$ cat src/rtl/systolic_array.sv
// 4x4 output-stationary systolic MAC array with 8-bit operands and 16-bit accumulators.
// Define SYSTOLIC_SAT_EN to saturate accumulators and row/column sums at 16'hFFFF instead of wrapping.
module systolic_array (
    input  logic        clk,
    input  logic        reset,
    input  logic [31:0] datain,
    input  logic [31:0] weightin,
    output logic [63:0] macouti,
    output logic [63:0] macoutj
);

    localparam int unsigned N  = 4;
    localparam int unsigned DW = 8;
    localparam int unsigned AW = 16;
`ifdef SYSTOLIC_SAT_EN
    localparam int unsigned SW = AW + 2;
`else
    localparam int unsigned SW = AW;
`endif

    logic [DW-1:0] a_q   [N][N];
    logic [DW-1:0] b_q   [N][N];
    logic [AW-1:0] acc_q [N][N];
    logic [DW-1:0] a_c   [N][N];
    logic [DW-1:0] b_c   [N][N];
    logic [AW-1:0] acc_c [N][N];

    for (genvar i = 0; i < N; i++) begin : g_row
        for (genvar j = 0; j < N; j++) begin : g_col
            logic [2*DW-1:0] prod;

            // Edge PEs take the array inputs; interior PEs take their neighbour's registers.
            if (j == 0) begin : g_a_edge
                assign a_c[i][j] = datain[DW*i +: DW];
            end else begin : g_a_fwd
                assign a_c[i][j] = a_q[i][j-1];
            end
            if (i == 0) begin : g_b_edge
                assign b_c[i][j] = weightin[DW*j +: DW];
            end else begin : g_b_fwd
                assign b_c[i][j] = b_q[i-1][j];
            end

            assign prod = a_c[i][j] * b_c[i][j];

`ifdef SYSTOLIC_SAT_EN
            logic [AW:0] acc_w;
            assign acc_w       = {1'b0, acc_q[i][j]} + {1'b0, prod};
            assign acc_c[i][j] = acc_w[AW] ? {AW{1'b1}} : acc_w[AW-1:0];
`else
            assign acc_c[i][j] = acc_q[i][j] + prod;
`endif

            always_ff @(posedge clk) begin
                if (reset) begin
                    a_q[i][j]   <= '0;
                    b_q[i][j]   <= '0;
                    acc_q[i][j] <= '0;
                end else begin
                    a_q[i][j]   <= a_c[i][j];
                    b_q[i][j]   <= b_c[i][j];
                    acc_q[i][j] <= acc_c[i][j];
                end
            end
        end
    end

    logic [SW-1:0] row_w [N];
    logic [SW-1:0] col_w [N];

    // Row and column sums, wide enough in saturating builds to detect overflow.
    always_comb begin
        for (int i = 0; i < N; i++) begin
            row_w[i] = '0;
            col_w[i] = '0;
        end
        for (int i = 0; i < N; i++) begin
            for (int j = 0; j < N; j++) begin
                row_w[i] = row_w[i] + SW'(acc_q[i][j]);
                col_w[j] = col_w[j] + SW'(acc_q[i][j]);
            end
        end
    end

    for (genvar k = 0; k < N; k++) begin : g_lane
`ifdef SYSTOLIC_SAT_EN
        // A saturated contributor forces the true sum to at least 16'hFFFF, so one clamp covers both cases.
        assign macouti[AW*k +: AW] = (row_w[k][SW-1:AW] != '0) ? {AW{1'b1}} : row_w[k][AW-1:0];
        assign macoutj[AW*k +: AW] = (col_w[k][SW-1:AW] != '0) ? {AW{1'b1}} : col_w[k][AW-1:0];
`else
        assign macouti[AW*k +: AW] = row_w[k];
        assign macoutj[AW*k +: AW] = col_w[k];
`endif
    end

endmodule

$ cat config.mk
export PLATFORM = sky130hd
export DESIGN_NAME = systolic_array
export DESIGN_NICKNAME = d
export VERILOG_FILES = /design/src/rtl/systolic_array.sv
export SDC_FILE = /design/constraint.sdc
export NUM_CORES = 2
export LEC_CHECK = 0
export ABC_CLOCK_PERIOD_IN_PS = 8220
export CORE_MARGIN = 1
export CORE_UTILIZATION = 45
export DETAILED_ROUTE_END_ITERATION = 12
export SETUP_SLACK_MARGIN = 0.4
export SLEW_MARGIN = 5
export SYNTH_ARGS = -nofsm -noshare
export SYNTH_HDL_FRONTEND = slang
export SYNTH_SLANG_ARGS = --single-unit
$ cat constraint.sdc
create_clock -name clk -period 8.22 [get_ports clk]
set_clock_uncertainty 0.1 [all_clocks]
set_input_delay 2.055 -clock clk [delete_from_list [all_inputs] [get_ports clk]]
set_output_delay 2.055 -clock clk [all_outputs]
set_load 0.01 [all_outputs]
==> reports/metrics.cfg <==
[timing]
setup-tns-final_ns=0
fin_crit_sh_pct=92.7
final_hold_viol_count=0
slew_violations=0
layout_min_cycle_time_ns=7.62
rsz0062_at_grt=no
tightest_slew_ns=1.02
slew_headroom_pct=31.4
timing.hold.ws_ns=0.512
setup_viol=0
fmax_mhz=131

[route]
ant_nets=0
drt_iter0_drc=2803
firstDrtPassIters=7
wirelength_um=181000
m1WireLength_um=78800
wire_per_inst_um=20.6
vias_per_cell=5.21
route.met2.wl_um=80300
top_layer_used=met5
vias=45800
drc_errors=0
met3_length_um=14700

[placement]
place.detailed.hpwl_um=154000
port_buffers=193
gp_congestion=0.966

[final_layout]
fillers=12900
fin_nets=8748
area_growth_syn_to_layout_pct=9.25
drive_above_1_share_pct=2.24

[yosys]
synthCells=6834
yosys_warnings=0
yosys.area.top_type=fa_1
synth_cell_types=74
muxShareOfSynthArea_pct=0.386
yosysSeqAreaShare_pct=14.5
yosys.area_share.simple_pct=16.2
avgSynthCellArea_um2=9.06
async_flop_share_pct=0
synth_top_family_by_area=adder cells
synth_top_area_share_pct=33.6
synth_xor_area_share_pct=3.45
syn_area_um2=61900
synth_edf_count=0
synth_adder_area_share_pct=47.4
synthFlopType=dfxtp_1
syn-num-nets=8620
ys_top_cells_by_area=fa_1, dfxtp_1, ha_1, inv_1, and2_1
synth_seq_cells=448
synth_compound_area_share_pct=7.55

[job]
drv_cap=0

[critical_path]
crit_path_start=acc_q[1][1]
endpoint=macoutj[63]
critPathBufInv=2
crit_arrival_ns=5.47
worstPathCellList=fa_1 > fa_1 > ha_1 > inv_1 > fa_1 > and2b_1 > o31a_2 > o21ai_0 > a2111oi_2 > a311oi_1 > xnor2_1 > clkdlybuf4s50_1
crit_cells=12
critPathSlowestCell=clkdlybuf4s50_1
reg2reg_depth=15
cpPeakStageDelay_ns=0.66
worst-path-max-fanout=3
r2r_start=a_q[1][20]
critical_path_class=reg2out
crit_family=adder cells
required_ns=6.07
cp-end-kind=output pin
cpMostUsedCell=fa_1
start_kind=flop
r2r_slack_ns=3.13
timing.rr.end=acc_q[2][30]

[cts]
worstSkewPairLatency_ns=0.69
cts_hold_buf=0
cts_tree=done
cts_sinks=448
htreeDepth=2
root_buffer=clkbuf_16
clock_path_buffers=3
numCtsBuffers=58
path_clk_slew_ns=0.07
post-cts-setup-buffers=0

[power_and_ir_drop]
p_int_mw=8.71
power_mw=16.6
clkPwrFrac_pct=16.2
power.static_leakage_nw=34.6
p_sw_mw=7.90
power_frac_comb_pct=63.7
swShare_pct=47.6
ir_drop_mv=0.340
seq_power_share_pct=20.0
power_density_nw_per_um2=246

[global_routing]
overflow=0
grt_util_all_layers_pct=26.7
grt_first_pass_wirelength_um=281000
grt_max_degree=169
antenna_found_initial=9
grt_pass1_vias=47200

[floorplan]
dieArea_um2=139000
ios=194
rows=135
core_area_um2=136000
die-height_um=373
initial_core_util_pct=45.5
die_w_um=373

[run_status]
status=finished, final reports clean

[hold_path]
hold_path.class=reg2reg

worst register-to-register path, stage by stage (launching register included):
cell	delay, ns
dfxtp_1	0.64
nand2_1	0.18
fa_1	0.54
inv_1	0.06
fa_1	0.45
ha_1	0.28
inv_1	0.05
fa_1	0.54
inv_1	0.06
ha_1	0.27
a21o_1	0.15
a21o_1	0.21
a211oi_1	0.57
nor3_1	0.15
a221oi_1	0.34
mux2_2	0.37
power by group through the flow:
| stage | clock [mW] | sequential, mW | combinational (mW) |
|---|---|---|---|
| 6_report | 2.69 | 3.33 | 10.6 |
| 5_1_grt | 2.82 | 3.34 | 11.7 |
| 4_1_cts | 2.75 | 3.33 | 10.5 |
| 3_5_place_dp | 0 | 3.37 | 10.5 |
| 3_3_place_gp | 0 | 3.38 | 10.3 |
| 2_1_floorplan | 0 | 2.78 | 6.67 |
cell usage after synthesis (all sizes together), types with 10 or more instances:
cell type and count:
xor2 79, o31ai 15, o21ai 144, nand2 620, o21bai 18, clkbuf 123
and2 512, a21o 81, inv 1606, a211o 13, fa 1040, a21oi 142
nor3 85, o31a 18, a21boi 10, nand2b 35, a2111oi 11, a31oi 20
or2 16, dfxtp 448, nor3b 14, xnor2 165, o2111ai 14, and3 18
nand3 48, or3 17, mux2 15, a211oi 50, o21a 66, ha 680
o211ai 31, nor2b 317, nor2 258
worst min-delay path by stage:
stage                           from    endpoint  slack, ns  cells after the start
after floorplan           a_q[0][56]  a_q[0][48]       0.41                      1
after global placement    b_q[0][38]   b_q[1][6]       0.51                      1
after detailed placement  b_q[0][22]  b_q[0][54]       0.50                      1
after CTS                 b_q[0][22]  b_q[0][54]       0.51                      1
after global routing       b_q[0][4]  b_q[0][36]       0.54                      1
final                     b_q[0][39]   b_q[1][7]       0.51                      1
timing repair:
action | in CTS | in global routing
pin swaps | 0 | 0
setup endpoints to repair | 2 | 2
resized for setup | 1 | 1
endpoints found under the hold margin | 0 | 0
layout make-up:
type	count	area (um^2)	share of cell area [%]
multi-input cells	4649	46400	68.6
flip-flops and latches	448	8970	13.3
inverters	1606	6030	8.92
well taps	1781	2230	3.30
repair buffers	199	2010	2.97
clock buffers	74	1640	2.43
clock inverters	33	325	0.481
diodes	2	5.00	0.00740
routing by layer:
| layer | track usage, % | up-vias |
|---|---|---|
| li1 | - | 21200 |
| met1 | 36.7 | 23000 |
| met2 | 41.9 | 1381 |
| met3 | 5.13 | 253 |
| met4 | 9.40 | 4 |
| met5 | 0 | - |
logic make-up after synthesis:
family,Yosys count
adders and majority gates,1720
AOI/OAI and AO/OA,693
muxes,22
DFF,448
buffers and inverters,1737
xor gates and xnor gates,244
and+or+nand+nor,1970
placed cells by master, fill, tap and decap left out, drive strengths merged, types with 16 or more instances in the layout:
| cell type | count |
|---|---|
| o21ai | 144 |
| o31a | 18 |
| nor3 | 85 |
| dfxtp | 448 |
| a211oi | 50 |
| and2 | 512 |
| nor2b | 317 |
| clkdlybuf4s50 | 192 |
| or3 | 17 |
| nand2 | 620 |
| nand2b | 35 |
| and3 | 18 |
| ha | 680 |
| nor2 | 258 |
| a31oi | 20 |
| nand3 | 48 |
| xnor2 | 165 |
| o21a | 66 |
| inv | 1611 |
| xor2 | 79 |
| o21bai | 18 |
| a21o | 81 |
| or2 | 16 |
| clkbuf | 74 |
| o211ai | 31 |
| fa | 1040 |
| a21oi | 142 |
stage by stage:
| step | util (%) | instance area, um^2 | cells | worst slack (ns) |
|---|---|---|---|---|
| 2_1_floorplan | - | 61900 | 6834 | 1.95 |
| 3_3_place_gp | 48.3 | 65600 | 8683 | 1.02 |
| 3_5_place_dp | 48.3 | 65600 | 8683 | 0.979 |
| 4_1_cts | 49.7 | 67600 | 8790 | 0.430 |
| 5_1_grt | 49.7 | 67600 | 8790 | 0.528 |
| 6_report | 49.7 | 67600 | 8792 | 0.599 |
sequential cells by signal, summed over array words and instances, names as in the netlist:
register / count
b_q: 96
acc_q: 256
a_q: 96
Power figures use the tool's default switching activity.
